$ cat config.mk
export PLATFORM = sky130hd
export DESIGN_NAME = remap_line_sched_flat
export DESIGN_NICKNAME = d
export VERILOG_FILES = /design/src/rtl/remap_pkg.sv /design/src/rtl/remap_line_sched_if.sv /design/src/rtl/remap_pair_handshake.sv /design/src/rtl/remap_line_sched.sv /design/src/flat_wrapper.sv
export SDC_FILE = /design/constraint.sdc
export NUM_CORES = 1
export LEC_CHECK = 0
export BUFFER_PORTS_ARGS = -buffer_cell sky130_fd_sc_hd__buf_2
export CORE_ASPECT_RATIO = 1.25
export CORE_MARGIN = 5
export CORE_UTILIZATION = 57
export DETAILED_ROUTE_END_ITERATION = 7
export PLACE_DENSITY = 0.76
export SYNTH_ARGS = -nofsm -noshare
export SYNTH_HDL_FRONTEND = slang
export SYNTH_HIERARCHICAL = 1
export SYNTH_SLANG_ARGS = --single-unit
$ cat constraint.sdc
create_clock -name mpt_clk -period 3.4 [get_ports mpt_clk]
set_input_delay 0.17 -clock mpt_clk [delete_from_list [all_inputs] [get_ports mpt_clk]]
set_output_delay 0.17 -clock mpt_clk [all_outputs]
set_load 0.03 [all_outputs]
$ cat src/rtl/remap_pkg.sv
// Shared types and default constants for the remap line scheduler.
// Optional statistics counters are enabled by defining REMAP_SCHED_STATS_EN.
package remap_pkg;

    typedef enum logic [1:0] {
        IDLE = 2'd0,
        SLOT = 2'd1,
        REQ  = 2'd2,
        BUSY = 2'd3
    } sched_state_t;

    localparam logic [15:0] VID_VACT_DEF     = 16'd720;
    localparam logic [15:0] LINE_TIMEOUT_DEF = 16'd8191;
    localparam int          IDX_W_DEF        = 12;

endpackage

$ cat src/rtl/remap_line_sched_if.sv
// Handshake bundle between the line scheduler (master) and the
// L/R remap engines plus output stage (slave).
interface remap_line_sched_if
    import remap_pkg::*;
#(
    parameter int IDX_W = IDX_W_DEF
) ();

    logic             rmp_out_ready;
    logic             rmp_L_in_fifo_full;
    logic             rmp_R_in_fifo_full;
    logic             rmp_L_read_ack;
    logic             rmp_R_read_ack;
    logic             rmp_L_line_done;
    logic             rmp_R_line_done;
    logic             rmp_L_read_req;
    logic             rmp_R_read_req;
    logic [IDX_W-1:0] rmp_line_idx;

    modport master (
        input  rmp_out_ready,
        input  rmp_L_in_fifo_full,
        input  rmp_R_in_fifo_full,
        input  rmp_L_read_ack,
        input  rmp_R_read_ack,
        input  rmp_L_line_done,
        input  rmp_R_line_done,
        output rmp_L_read_req,
        output rmp_R_read_req,
        output rmp_line_idx
    );

    modport slave (
        output rmp_out_ready,
        output rmp_L_in_fifo_full,
        output rmp_R_in_fifo_full,
        output rmp_L_read_ack,
        output rmp_R_read_ack,
        output rmp_L_line_done,
        output rmp_R_line_done,
        input  rmp_L_read_req,
        input  rmp_R_read_req,
        input  rmp_line_idx
    );

endinterface

$ cat src/rtl/remap_pair_handshake.sv
// One side (L or R) of the paired engine handshake: holds the read
// request until acked and keeps sticky ack/done flags for the line.
// The *_now outputs fold in a same-cycle pulse so the scheduler can
// advance without waiting an extra cycle for the flag to register.
module remap_pair_handshake (
    input  logic clk,
    input  logic rst,
    input  logic issue,
    input  logic clear,
    input  logic ack_en,
    input  logic done_en,
    input  logic ack,
    input  logic done,
    output logic req,
    output logic acked_now,
    output logic done_now
);

    logic acked;
    logic done_seen;

    // Request/flag tracking; clear (abort or line finished) beats everything.
    always_ff @(posedge clk) begin
        if (rst) begin
            req       <= 1'b0;
            acked     <= 1'b0;
            done_seen <= 1'b0;
        end else if (clear) begin
            req       <= 1'b0;
            acked     <= 1'b0;
            done_seen <= 1'b0;
        end else if (issue) begin
            req       <= 1'b1;
            acked     <= 1'b0;
            done_seen <= 1'b0;
        end else begin
            if (ack_en && ack) begin
                acked <= 1'b1;
                req   <= 1'b0;
            end
            if (done_en && done) begin
                done_seen <= 1'b1;
            end
        end
    end

    assign acked_now = acked | (ack_en & ack);
    assign done_now  = done_seen | (done_en & done);

endmodule

$ cat src/rtl/remap_line_sched.sv
// Line scheduler for the L/R remap engines. Starts a frame on the VS
// rising edge, issues paired line requests when the output stage has a
// slot, and tracks completion, timeouts and VS aborts.
// Optional stall/line statistics are enabled by REMAP_SCHED_STATS_EN.
//
// state | meaning
// IDLE  | no frame in progress, waiting for VS edge
// SLOT  | waiting for output stage ready and both FIFOs below prog_full
// REQ   | paired requests outstanding, waiting for both acks
// BUSY  | both engines processing, waiting for both line_done
module remap_line_sched
    import remap_pkg::*;
#(
    parameter logic [15:0] VID_VACT     = VID_VACT_DEF,
    parameter logic [15:0] LINE_TIMEOUT = LINE_TIMEOUT_DEF,
    parameter int          IDX_W        = IDX_W_DEF
) (
    input  logic                      mpt_clk,
    input  logic                      mpt_arst,
    input  logic                      vid_vs_in,
    remap_line_sched_if.master        rmp,
    output logic                      frame_active,
    output logic                      frame_done,
    output logic                      sched_err
`ifdef REMAP_SCHED_STATS_EN
    ,
    output logic [31:0]               stall_cnt,
    output logic [31:0]               line_cnt
`endif
);

    localparam logic [IDX_W-1:0] LAST_IDX = IDX_W'(VID_VACT - 16'd1);
    localparam logic [IDX_W-1:0] IDX_ONE  = 1;

    sched_state_t     state;
    logic             vs_1d;
    logic [15:0]      tcnt;
    logic [IDX_W-1:0] line_idx;

    logic vs_edge;
    logic busy_st;
    logic timeout;
    logic abort_vs;
    logic go_req;
    logic line_fin;
    logic hs_clear;
    logic ack_en;
    logic acked_l, acked_r;
    logic done_l, done_r;
    logic req_l, req_r;

    // Decisions shared by the FSM and both handshake trackers.
    always_comb begin
        vs_edge  = vid_vs_in & ~vs_1d;
        busy_st  = (state == REQ) || (state == BUSY);
        timeout  = busy_st && (tcnt == LINE_TIMEOUT);
        abort_vs = vs_edge && (state != IDLE);
        go_req   = (state == SLOT) && rmp.rmp_out_ready
                   && !rmp.rmp_L_in_fifo_full && !rmp.rmp_R_in_fifo_full
                   && !vs_edge;
        line_fin = (state == BUSY) && done_l && done_r && !abort_vs && !timeout;
        hs_clear = abort_vs || timeout || line_fin;
        ack_en   = (state == REQ);
    end

    remap_pair_handshake u_hs_l (
        .clk       (mpt_clk),
        .rst       (mpt_arst),
        .issue     (go_req),
        .clear     (hs_clear),
        .ack_en    (ack_en),
        .done_en   (busy_st),
        .ack       (rmp.rmp_L_read_ack),
        .done      (rmp.rmp_L_line_done),
        .req       (req_l),
        .acked_now (acked_l),
        .done_now  (done_l)
    );

    remap_pair_handshake u_hs_r (
        .clk       (mpt_clk),
        .rst       (mpt_arst),
        .issue     (go_req),
        .clear     (hs_clear),
        .ack_en    (ack_en),
        .done_en   (busy_st),
        .ack       (rmp.rmp_R_read_ack),
        .done      (rmp.rmp_R_line_done),
        .req       (req_r),
        .acked_now (acked_r),
        .done_now  (done_r)
    );

    assign rmp.rmp_L_read_req = req_l;
    assign rmp.rmp_R_read_req = req_r;
    assign rmp.rmp_line_idx   = line_idx;

    // Frame/line FSM with timeout counter; VS abort outranks timeout so a
    // coincident pair yields a single error pulse and a restart.
    always_ff @(posedge mpt_clk) begin
        if (mpt_arst) begin
            state        <= IDLE;
            vs_1d        <= 1'b0;
            tcnt         <= 16'd0;
            line_idx     <= '0;
            frame_active <= 1'b0;
            frame_done   <= 1'b0;
            sched_err    <= 1'b0;
        end else begin
            vs_1d      <= vid_vs_in;
            frame_done <= 1'b0;
            sched_err  <= 1'b0;
            if (busy_st && (tcnt != 16'hFFFF)) begin
                tcnt <= tcnt + 16'd1;
            end
            if (abort_vs) begin
                sched_err    <= 1'b1;
                line_idx     <= '0;
                frame_active <= 1'b1;
                state        <= SLOT;
            end else if (timeout) begin
                sched_err    <= 1'b1;
                frame_active <= 1'b0;
                state        <= IDLE;
            end else begin
                case (state)
                    IDLE: begin
                        if (vs_edge) begin
                            line_idx     <= '0;
                            frame_active <= 1'b1;
                            state        <= SLOT;
                        end
                    end
                    SLOT: begin
                        if (go_req) begin
                            tcnt  <= 16'd0;
                            state <= REQ;
                        end
                    end
                    REQ: begin
                        if (acked_l && acked_r) begin
                            state <= BUSY;
                        end
                    end
                    BUSY: begin
                        if (line_fin) begin
                            if (line_idx == LAST_IDX) begin
                                frame_done   <= 1'b1;
                                frame_active <= 1'b0;
                                line_idx     <= '0;
                                state        <= IDLE;
                            end else begin
                                line_idx <= line_idx + IDX_ONE;
                                state    <= SLOT;
                            end
                        end
                    end
                    default: state <= IDLE;
                endcase
            end
        end
    end

`ifdef REMAP_SCHED_STATS_EN
    // Saturating stall and completed-line counters, cleared only by reset.
    always_ff @(posedge mpt_clk) begin
        if (mpt_arst) begin
            stall_cnt <= 32'd0;
            line_cnt  <= 32'd0;
        end else begin
            if ((state == SLOT) && rmp.rmp_out_ready
                && (rmp.rmp_L_in_fifo_full || rmp.rmp_R_in_fifo_full)
                && (stall_cnt != 32'hFFFF_FFFF)) begin
                stall_cnt <= stall_cnt + 32'd1;
            end
            if (line_fin && (line_cnt != 32'hFFFF_FFFF)) begin
                line_cnt <= line_cnt + 32'd1;
            end
        end
    end
`endif

endmodule
$ cat src/flat_wrapper.sv
// flat-port wrapper written by rule: the top's interface ports become plain ports
module remap_line_sched_flat import remap_pkg::*;
#(
    parameter logic [15:0] VID_VACT     = VID_VACT_DEF,
    parameter logic [15:0] LINE_TIMEOUT = LINE_TIMEOUT_DEF,
    parameter int          IDX_W        = IDX_W_DEF
)
  (mpt_clk, mpt_arst, vid_vs_in, frame_active, frame_done, sched_err, rmp_rmp_out_ready, rmp_rmp_L_in_fifo_full, rmp_rmp_R_in_fifo_full, rmp_rmp_L_read_ack, rmp_rmp_R_read_ack, rmp_rmp_L_line_done, rmp_rmp_R_line_done, rmp_rmp_L_read_req, rmp_rmp_R_read_req, rmp_rmp_line_idx);
  remap_line_sched_if #(.IDX_W(IDX_W)) rmp_i ();
  input  logic mpt_clk;
  input  logic mpt_arst;
  input  logic vid_vs_in;
  output logic frame_active;
  output logic frame_done;
  output logic sched_err;
  input wire logic [$bits(rmp_i.rmp_out_ready)-1:0] rmp_rmp_out_ready;
  input wire logic [$bits(rmp_i.rmp_L_in_fifo_full)-1:0] rmp_rmp_L_in_fifo_full;
  input wire logic [$bits(rmp_i.rmp_R_in_fifo_full)-1:0] rmp_rmp_R_in_fifo_full;
  input wire logic [$bits(rmp_i.rmp_L_read_ack)-1:0] rmp_rmp_L_read_ack;
  input wire logic [$bits(rmp_i.rmp_R_read_ack)-1:0] rmp_rmp_R_read_ack;
  input wire logic [$bits(rmp_i.rmp_L_line_done)-1:0] rmp_rmp_L_line_done;
  input wire logic [$bits(rmp_i.rmp_R_line_done)-1:0] rmp_rmp_R_line_done;
  output wire logic [$bits(rmp_i.rmp_L_read_req)-1:0] rmp_rmp_L_read_req;
  output wire logic [$bits(rmp_i.rmp_R_read_req)-1:0] rmp_rmp_R_read_req;
  output wire logic [$bits(rmp_i.rmp_line_idx)-1:0] rmp_rmp_line_idx;
  assign rmp_i.rmp_out_ready = rmp_rmp_out_ready;
  assign rmp_i.rmp_L_in_fifo_full = rmp_rmp_L_in_fifo_full;
  assign rmp_i.rmp_R_in_fifo_full = rmp_rmp_R_in_fifo_full;
  assign rmp_i.rmp_L_read_ack = rmp_rmp_L_read_ack;
  assign rmp_i.rmp_R_read_ack = rmp_rmp_R_read_ack;
  assign rmp_i.rmp_L_line_done = rmp_rmp_L_line_done;
  assign rmp_i.rmp_R_line_done = rmp_rmp_R_line_done;
  assign rmp_rmp_L_read_req = rmp_i.rmp_L_read_req;
  assign rmp_rmp_R_read_req = rmp_i.rmp_R_read_req;
  assign rmp_rmp_line_idx = rmp_i.rmp_line_idx;
  remap_line_sched #(.VID_VACT(VID_VACT), .LINE_TIMEOUT(LINE_TIMEOUT), .IDX_W(IDX_W)) u_core (.mpt_clk(mpt_clk), .mpt_arst(mpt_arst), .vid_vs_in(vid_vs_in), .rmp(rmp_i), .frame_active(frame_active), .frame_done(frame_done), .sched_err(sched_err));
endmodule
### Word-level counts from Yosys, hierarchy flattened

Index checks and enable logic that the tools add are counted.

* bits in registers: 40
* input port bits: 10
* output and inout port bits: 17

* add/sub/neg operators: 2
* eq/ne operators: 15
* muxes and demuxes: 30
* bitwise logic cells: 13
* reductions and logical operators: 39

Operators with widths (number)
* 16-bit two-way mux: 5
* 12-bit two-way mux: 3
* 12-bit case mux with 2 select lines: 1
* 16-bit by 1-bit adder with 16-bit output, second input constant: 1
* 16-bit by 13-bit equality test with 1-bit output, second input constant: 1
* 1-bit logical AND: 16
* 16-bit inequality test, second input constant: 1
* 4-bit by 1-bit inequality test with 1-bit output, second input constant: 4
* 4-bit AND reduction: 4
* 1-bit two-way mux: 15
* 12-bit by 1-bit adder with 12-bit output, second input constant: 1
* 12-bit by 10-bit equality test with 1-bit output, second input constant: 1
* 2-bit two-way mux: 4
* 2-bit by 1-bit inequality test with 1-bit output, second input constant: 4
* 2-bit case mux with 4 select lines: 1
* 2-bit nonzero test: 4
* 3-bit OR reduction: 2
* 1-bit AND: 5
* 1-bit zero test: 5
* 5-bit OR reduction: 1
* 2-bit equality test, second input constant: 2
* 4-bit by 2-bit inequality test with 1-bit output, second input constant: 1
* 1-bit inverter: 4
* 1-bit bitwise OR: 4
* other kinds (6): 9

### Depth between registers and ports, before layout

Gate-level depths: netlist of run 1.

* word-level depth: 12
* depth in mapped cells: 11
* mapped depth without buffers: 10

### Modules after synthesis

Netlist of run 1, hierarchy kept.

Modules (own cells, without submodules)
* remap_line_sched: instances 1, cells an instance 229, area an instance 1893.1 um2, seq. area each 680.7 um2
* remap_pair_handshake: instances 2, cells an instance 10, area an instance 111.4 um2, seq. area each 60.1 um2

### Least setup slack after synthesis of run 1

Ideal clock, no wire load.

* kind: reg-to-reg
* from: reg u_core.state[0]
* to: reg u_core.line_idx[9], in the netlist u_core/rmp.rmp_line_idx[9]
* arrival time: 2.392 ns
* required time: 3.285 ns
* slack: 0.893 ns
* cell stages (with the launch flop): 11
* buffers on the path: 1
* period minus slack after synthesis: 2.507 ns
* path through: dfxtp_1 > ha_1 > clkbuf_1 > nor2_1 > inv_1 > a21o_1 > a21boi_0 > a2111o_1 > a2111oi_0 > xnor2_1 > nor2_1

* elaborated cells between the ends (all ways): 24
* classes of those cells: eq/ne: 4; mux: 1; bitwise: 5; reduce/logical: 14

RTL lines
* from (decl): RTL line remap_line_sched.sv:35 `sched_state_t state;`
* from (signal assigned): RTL line remap_line_sched.sv:102 `state <= IDLE;`
* from (signal assigned): RTL line remap_line_sched.sv:120 `state <= SLOT;`
* from (signal assigned): RTL line remap_line_sched.sv:124 `state <= IDLE;`
* 2-bit equality test: RTL line remap_line_sched.sv:55 `busy_st = (state == REQ) || (state == BUSY);`
* 1-bit logical OR *: RTL line remap_line_sched.sv:55
* via u_core.busy_st: RTL line remap_line_sched.sv:41 `logic busy_st;`
* 1-bit AND *: RTL line remap_pair_handshake.sv:48 `assign done_now = done_seen | (done_en & done);`
* 1-bit bitwise OR *: RTL line remap_pair_handshake.sv:48
* via u_core.done_r: RTL line remap_line_sched.sv:49 `logic done_l, done_r;`
* 1-bit logical AND * (3 in series): RTL line remap_line_sched.sv:61 `line_fin = (state == BUSY) && done_l && done_r && !abort_vs && !timeout;`
* 2-bit by 1-bit inequality test with 1-bit output (no source line) *
* 4-bit AND reduction (no source line) *
* to (signal assigned): RTL line remap_line_sched.sv:153 `line_idx <= line_idx + IDX_ONE;`
* to (decl): RTL line remap_line_sched.sv:38 `logic [IDX_W-1:0] line_idx;`

Mark *: on every way through the listed nets, which the timed path passes. The rest lies on a longest branch.
A chain may end at the register's enable or synchronous reset.

### Worst setup path after layout of run 1

* from: reg u_core.state[0]
* to: reg u_core.line_idx[1], in the netlist u_core/rmp.rmp_line_idx[1]

* elaborated cells between the ends (all ways): 24
* classes of those cells: eq/ne: 4; mux: 1; bitwise: 5; reduce/logical: 14

RTL lines
* 2-bit equality test
* via u_core.ack_en: RTL line remap_line_sched.sv:47 `logic ack_en;`
* 1-bit logical OR: RTL line remap_line_sched.sv:55
* via u_core.busy_st: RTL line remap_line_sched.sv:41
* 1-bit AND: RTL line remap_pair_handshake.sv:48
* 1-bit bitwise OR: RTL line remap_pair_handshake.sv:48
* via u_core.done_r: RTL line remap_line_sched.sv:49
* 1-bit logical AND (3 in series): RTL line remap_line_sched.sv:61
* 2-bit by 1-bit inequality test with 1-bit output (no source line)
* 4-bit AND reduction (no source line)

The timed path passes the listed nets, and every way through them passes these cells.

==> impl_metrics.ini, run 1 <==
[run_status]
status = finished, final reports clean

[floorplan]
dieHeight_um = 78.12
coreArea_um2 = 3543
ioPinCount = 27
initial_core_util = 0.5971
dieWidth_um = 64.50
die-area_um2 = 5038
row_count = 24

[pwr]
clockPowerShare = 0.286
power_density_nw_per_um2 = 556.2
ir_worst_vdd_v = 0.0004003
p_sw_frac = 0.3377
pwr-share-comb = 0.313
intPower_mw = 0.8790
p_leak_nw = 0.9146
p_switching_mw = 0.4481
pwr-share-seq = 0.400

[global_route]
grt_overflow_total = 0
grt_use_total = 0.1938
antenna_found_initial = 0
grt_pass1_wl_um = 7955
grt_pass1_vias = 1870
grt_max_degree = 17

[finish]
final_area_um2 = 2386
final_layout_size_suffix_gt1_frac = 0.1505
layout_commonest_cell = dfxtp_1
final_cell_mix = 40 x dfxtp_1, 39 x nor2_1, 26 x buf_2, 21 x nand2_1, 21 x xnor2_1
fillers = 313
final_core_util = 0.6734
layout.nets = 295
fin_cells = 318
area_growth_pct = 12.77
top_register = u_core/tcnt
antennaDiodeCount = 0
largest_reg_flops = 16

[worst_setup_path]
endpoint_kind = flop
worstPathRequired_ns = 3.62
worstSetupPathType = flop to flop
r2r_end = u_core/rmp.rmp_line_idx[1]$_SDFFE_PP0P_
r2r_start = u_core/state[0]$_SDFFE_PP0P_
cpMostUsedCell = inv_1
cp_max_fo = 12
cpLargestDelayFamily = compound AO/OA/AOI/OAI gates
cp_slowest_cell = dfxtp_1
path_cells = inv_1 > ha_1 > nor2_1 > inv_1 > a21o_1 > a21boi_0 > a2111oi_4 > o21ai_0 > o21ai_1 > buf_4 > a21oi_1
slowest_delay_ns = 0.43
reg2reg_slack_ns = 0.54
r2r_cells = 11
start_kind = flop
path_buf_inv = 3
cp.arrival_ns = 3.08

[timing]
hold_violations = 0
holdWs_ns = 0.1283
finalSetupViolCount = 0
worst_pin_slew_ns = 0.9157
fmax_mhz = 350.0
rsz0062_at_grt = no
finClkSkew_ns = 0.006390
slew_viol_final = 0
fin_crit_sh = 0.8404
relSlewSlack = 0.3839
finalCriticalPeriod_ns = 2.857
tns_ns = 0

[synthesis]
seq_area_frac_synth = 0.3785
synthesis.area_um2 = 2116
ys_warn_count = 6
synth_edf_count = 0
avgSynthCellArea_um2 = 8.497
ys_ff_latch = 40
synthXorXnorAreaFrac = 0.1076
syn_inst = 249
synth_area_leaders = dfxtp_1 38%, xnor2_1 8.7%, nor2_1 6.9%
synthFlopType = dfxtp_1
synth_top_family_by_area = simple AND/OR/NAND/NOR gates
synth_fa_ha_area_frac = 0.04140
synth_compound_area_frac = 0.1561
yosysTopAreaCell = dfxtp_1
syn-num-nets = 266
synth-simple-area-share = 0.2910
muxShareOfSynthArea = 0
async_flop_share = 0
synth_cell_type_count = 49
synth.top_cell.area_share = 0.3785

[place]
routabilityCongestion = 0.9412
dp_hpwl_um = 3312
placedCellCount = 310
place_area_um2 = 2278
port_buffers = 26

[clock_network]
clock_latency_ns = 0.29
cts_tree = built
cts-root-buf = clkbuf_8
hold_buffers = 0
cts_made_buffers = 5
clock-sinks = 40
clk_pin_slew_ns = 0.08
cts_setup_buffers = 0
post_cts_resized = 0
clock_path_buffers = 2
htree_levels = 2

[detailed_routing]
wire_per_inst_um = 14.33
drt-total-wl_um = 4556
ant_nets = 0
num_vias = 1886
drt_iter0_drc = 156
vias_per_cell = 5.931
drc = 0
firstDrtPassIters = 5

[hold_path]
holdPathEnd = u_core/vs_1d$_SDFF_PP0_
min_path_type = primary input to flop
min_from = vid_vs_in
holdPathStages = 2

[flow_run]
drv_cap = 0
## worst max path at each step
stage	startpoint	to	slack, ns	depth (start not counted)
2_1_floorplan	u_core/state[0]$_SDFFE_PP0P_	u_core/rmp.rmp_line_idx[9]$_SDFFE_PP0P_	0.89	10
3_3_place_gp	u_core/state[0]$_SDFFE_PP0P_	u_core/rmp.rmp_line_idx[8]$_SDFFE_PP0P_	0.71	11
3_5_place_dp	u_core/state[0]$_SDFFE_PP0P_	u_core/rmp.rmp_line_idx[1]$_SDFFE_PP0P_	0.61	11
4_1_cts	u_core/state[0]$_SDFFE_PP0P_	u_core/rmp.rmp_line_idx[1]$_SDFFE_PP0P_	0.59	11
5_1_grt	u_core/state[0]$_SDFFE_PP0P_	u_core/rmp.rmp_line_idx[11]$_SDFFE_PP0P_	0.28	9
6_report	u_core/state[0]$_SDFFE_PP0P_	u_core/rmp.rmp_line_idx[1]$_SDFFE_PP0P_	0.54	11
## power by group through the flow
stage	clock, mW	combinational, mW	sequential (mW)
after detailed placement	0	0.409	0.542
final	0.380	0.416	0.531
after floorplan	0	0.298	0.563
after CTS	0.390	0.410	0.530
after global placement	0	0.407	0.539
after global routing	0.414	0.460	0.537
## synth_stat cells, types with 2 or more instances
cell,number
dfxtp_1,40
nor2_1,39
nand2_1,21
xnor2_1,21
nor3_1,10
a21oi_1,9
nand3_1,9
inv_1,8
ha_1,7
nand4_1,7
and3b_1,5
nor4_1,5
xor2_1,5
a211oi_1,4
a21boi_0,4
a21o_1,4
o21ai_0,4
clkbuf_1,3
nor4b_1,3
o2111ai_1,3
o211ai_1,3
or3_1,3
a2111oi_0,2
and3_1,2
nor3b_1,2
o21a_1,2
or4_1,2
## routing by layer
metal  wire (µm)  GRT usage
met1        1919     0.2083
met4          60    0.08034
met5           0          0
met2        2380     0.3626
met3         196    0.04000
## worst register-to-register path, delay by kind of cell (launching register included)
family | cells | cell delay, ns
AND/OR/NAND/NOR | 1 | 0.42
buffers and inverters | 3 | 0.47
adder cells (fa/ha/maj) | 1 | 0.28
flip-flops | 1 | 0.43
AO/OA/AOI/OAI | 6 | 1.19
## cell type report
type                            instances  area (µm²)  share of cell area
Timing Repair Buffer                   27       137.6             0.05768
Multi-Input combinational cell        196        1261              0.5286
Tap cell                               39       48.80             0.02045
Inverter                                8       30.03             0.01259
Sequential cell                        40       800.8              0.3356
Clock buffer                            6       72.57             0.03041
Clock inverter                          2       35.03             0.01468
## kinds of logic (layout without fill, tap and decap cells)
family | count (synthesis) | in the layout
AND/OR/NAND/NOR | 119 | 119
flip-flops | 40 | 40
buffers and inverters | 13 | 43
adder cells (fa/ha/maj) | 7 | 7
AO/OA/AOI/OAI | 44 | 44
XOR/XNOR | 26 | 26
## per-stage QoR
step / setup WS [ns] / power (mW)
3_5_place_dp: 0.6104 / 0.9507
5_1_grt: 0.2770 / 1.411
6_report: 0.5427 / 1.327
4_1_cts: 0.5892 / 1.330
3_3_place_gp: 0.7087 / 0.9457
2_1_floorplan: 0.8931 / 0.8608
(Power assumes the default switching activity.)
==> run 2: changes to the inputs <==
--- a/config.mk
+++ b/config.mk
@@ -5,12 +5,13 @@
 export SDC_FILE = /design/constraint.sdc
 export NUM_CORES = 1
 export LEC_CHECK = 0
+export ABC_AREA = 1
 export BUFFER_PORTS_ARGS = -buffer_cell sky130_fd_sc_hd__buf_2
 export CORE_ASPECT_RATIO = 1.25
 export CORE_MARGIN = 5
-export CORE_UTILIZATION = 57
+export CORE_UTILIZATION = 59
 export DETAILED_ROUTE_END_ITERATION = 7
-export PLACE_DENSITY = 0.76
+export PLACE_DENSITY = 0.77
 export SYNTH_ARGS = -nofsm -noshare
 export SYNTH_HDL_FRONTEND = slang
 export SYNTH_HIERARCHICAL = 1
==> constraint.sdc (replaced) <==
create_clock -name mpt_clk -period 2.65 [get_ports mpt_clk]
set_input_delay 0.1325 -clock mpt_clk [delete_from_list [all_inputs] [get_ports mpt_clk]]
set_output_delay 0.1325 -clock mpt_clk [all_outputs]
set_load 0.03 [all_outputs]
==> run 2 against run 1 <==
Effect of this change: synthesized cell count increased by 75%; die area increased by 21%; sequential share of layout area decreased by 7.0 points; wire length increased by 53%; clock skew increased by 0.0021 ns; register-to-register slack got worse by 0.22 ns; final cell count increased by 64%; first-iteration DRC count decreased by 14%; total power increased by 43%; combinational power increased by 62%; flip-flop and latch count unchanged; clock power increased by 40%; highest routed layer unchanged.
==> impl_metrics.ini, run 2 <==
[run_status]
status = finished, final reports clean

[synthesis]
yosysTopAreaCell = dfxtp_1
avgSynthCellArea_um2 = 6.268
syn_inst = 435
synth.top_cell.area_share = 0.2937
synth_edf_count = 0
synth_cell_type_count = 29
yosysMostFrequentCell = nand2_1
seq_area_frac_synth = 0.2937
ys_ff_latch = 40
ys_warn_count = 6
synthesis.area_um2 = 2726
synth_area_leaders = dfxtp_1 29%, nand2_1 16%, inv_1 9.6%
syn-num-nets = 452
synthFlopType = dfxtp_1
async_flop_share = 0
synthTopCellsByCount = 118 x nand2_1, 70 x inv_1, 61 x nor2_1

[clock_network]
htree_levels = 2
cts_setup_buffers = 0
cts_tree = built
cts_made_buffers = 5
clk_pin_slew_ns = 0.08
clock_path_buffers = 2
hold_buffers = 0
post_cts_resized = 0
clock-sinks = 40
clock_latency_ns = 0.30
cts-root-buf = clkbuf_8

[finish]
area_growth_pct = 10.65
multi_input_area_um2 = 1595
fillers = 418
final_layout_size_suffix_gt1_frac = 0.1623
top_register = u_core/tcnt
final_cell_mix = 118 x nand2_1, 70 x inv_1, 61 x nor2_1, 40 x dfxtp_1
antennaDiodeCount = 0
final_core_util = 0.6765
layout.nets = 478
regArea_um2 = 800.8
layout_commonest_cell = nand2_1
largest_reg_flops = 16

[timing]
finalCriticalPeriod_ns = 2.323
finalSetupViolCount = 0
fmax_mhz = 430.6
finClkSkew_ns = 0.008499
fin_crit_sh = 0.8764
slew_viol_final = 0
relSlewSlack = 0.5640
rsz0062_at_grt = no
tns_ns = 0
hold_violations = 0
worst_pin_slew_ns = 0.6524

[place]
routabilityCongestion = 0.8582
port_buffers = 26
dp_hpwl_um = 5377

[worst_setup_path]
cp_max_fo = 15
path_cells = inv_1 > ha_1 > nor2_1 > inv_2 > a21oi_1 > inv_1 > nand2_1 > nor2_1 > nand2_1 > clkinv_1 > nand2_2 > nand2_2 > nand3_4 > nand2_1 > a21oi_2
cpMostUsedCell = nand2_1
start_kind = flop
slowest_delay_ns = 0.36
cp_slowest_cell = dfxtp_1
worstSetupPathType = flop to flop
cpLargestDelayFamily = simple AND/OR/NAND/NOR gates
cp.arrival_ns = 2.55
r2r_start = u_core/state[0]$_SDFFE_PP0P_
r2r_cells = 15
critical_path_depth = 15
endpoint_kind = flop
reg2reg_slack_ns = 0.33
worstPathRequired_ns = 2.88
path_buf_inv = 4
r2r_end = u_core/rmp.rmp_line_idx[8]$_SDFFE_PP0P_

[detailed_routing]
drt-total-wl_um = 6975
num_vias = 2738
drt_iter0_drc = 134
firstDrtPassIters = 4
drc = 0
vias_per_cell = 5.265
ant_nets = 0
wire_per_inst_um = 13.41

[global_route]
antenna_found_initial = 0
grt_max_degree = 16
grt_pass1_wl_um = 11540
grt_pass1_vias = 2581
grt_overflow_total = 0
grt_use_total = 0.2377

[hold_path]
holdPathEnd = u_core/vs_1d$_SDFF_PP0_
min_path_type = primary input to flop
min_from = vid_vs_in
holdPathStages = 3

[floorplan]
dieHeight_um = 86
die-area_um2 = 6089
row_count = 27
ioPinCount = 27
initial_core_util = 0.6114
coreArea_um2 = 4459
dieWidth_um = 70.80

[flow_run]
drv_cap = 0

[pwr]
p_leak_nw = 1.402
power_density_nw_per_um2 = 628.8
ir_worst_vdd_v = 0.0003983
## run 2: cell types whose count changed in the layout (fill, tap and decap cells not counted), sizes merged, moves of 11 or more
cell   delta
nand4    +11
xnor2    -19
nand3    +24
a21oi    +16
nor2     +31
nand2   +106
inv      +64
## run 2: cell families (layout without fill, tap and decap cells)
| logic type | count (synthesis) | in the layout | synth area share |
|---|---|---|---|
| flops | 40 | 40 | 0.2937 |
| compound gates | 41 | 41 | 0.09637 |
| fa+ha+maj | 7 | 7 | 0.03212 |
| simple gates | 257 | 257 | 0.4378 |
| buf+inv | 85 | 112 | 0.1239 |
| xor+xnor | 5 | 5 | 0.01607 |
## run 2: through the flow
| step | total power [mW] | hold WS, ns | instance area, µm² | setup WS (ns) | std cells |
|---|---|---|---|---|---|
| floorplan | 1.238 | 0.2049 | 2726 | 0.7056 | 435 |
| global placement | 1.346 | 0.3780 | 2888 | 0.3877 | 512 |
| detailed placement | 1.360 | 0.3805 | 2888 | 0.3073 | 512 |
| CTS | 1.893 | 0.06184 | 3009 | 0.2834 | 520 |
| global route | 2.031 | 0.1085 | 3017 | 0.07320 | 520 |
| finish | 1.897 | 0.07138 | 3017 | 0.3275 | 520 |
## run 2: worst register-to-register path, delay by kind of cell (launching register included)
kind / cells / cell delay [ns]
simple gates: 8 / 0.96
flops: 1 / 0.36
buf+inv: 4 / 0.34
compound gates: 2 / 0.32
fa+ha+maj: 1 / 0.28
## run 2: worst max path at each step
stage / start / end / slack (ns)
2_1_floorplan: u_core/state[0]$_SDFFE_PP0P_ / u_core/rmp.rmp_line_idx[7]$_SDFFE_PP0P_ / 0.71
3_3_place_gp: u_core/state[0]$_SDFFE_PP0P_ / u_core/rmp.rmp_line_idx[0]$_SDFFE_PP0P_ / 0.39
3_5_place_dp: u_core/state[0]$_SDFFE_PP0P_ / u_core/rmp.rmp_line_idx[8]$_SDFFE_PP0P_ / 0.31
4_1_cts: u_core/state[0]$_SDFFE_PP0P_ / u_core/rmp.rmp_line_idx[8]$_SDFFE_PP0P_ / 0.28
5_1_grt: u_core/state[0]$_SDFFE_PP0P_ / u_core/rmp.rmp_line_idx[6]$_SDFFE_PP0P_ / 0.07
6_report: u_core/state[0]$_SDFFE_PP0P_ / u_core/rmp.rmp_line_idx[8]$_SDFFE_PP0P_ / 0.33
## run 2: power by group
part | total, mW | leakage, nW | switching, mW | internal, mW
clock | 0.531 | 0.0614 | 0.223 | 0.308
sequential | 0.690 | 0.324 | 0.0387 | 0.652
combinational | 0.675 | 1.02 | 0.479 | 0.196
total | 1.90 | 1.40 | 0.741 | 1.16
## run 2: cell type report
| cell class | count | share of cell area |
|---|---|---|
| tap | 58 | 0.02406 |
| inverter | 77 | 0.09581 |
| clock buffer | 6 | 0.02737 |
| multi-input combinational | 310 | 0.5288 |
| timing repair buffer | 27 | 0.04562 |
| clock inverter | 2 | 0.01286 |
| sequential | 40 | 0.2655 |
## run 2: layer usage
metal  vias up  routed length (µm)  GRT usage
met3        20                 223    0.03751
met2        64                3853     0.4768
met5         -                   0          0
li1       1408                   -          -
met4         0                 242     0.1077
met1      1246                2655     0.2316
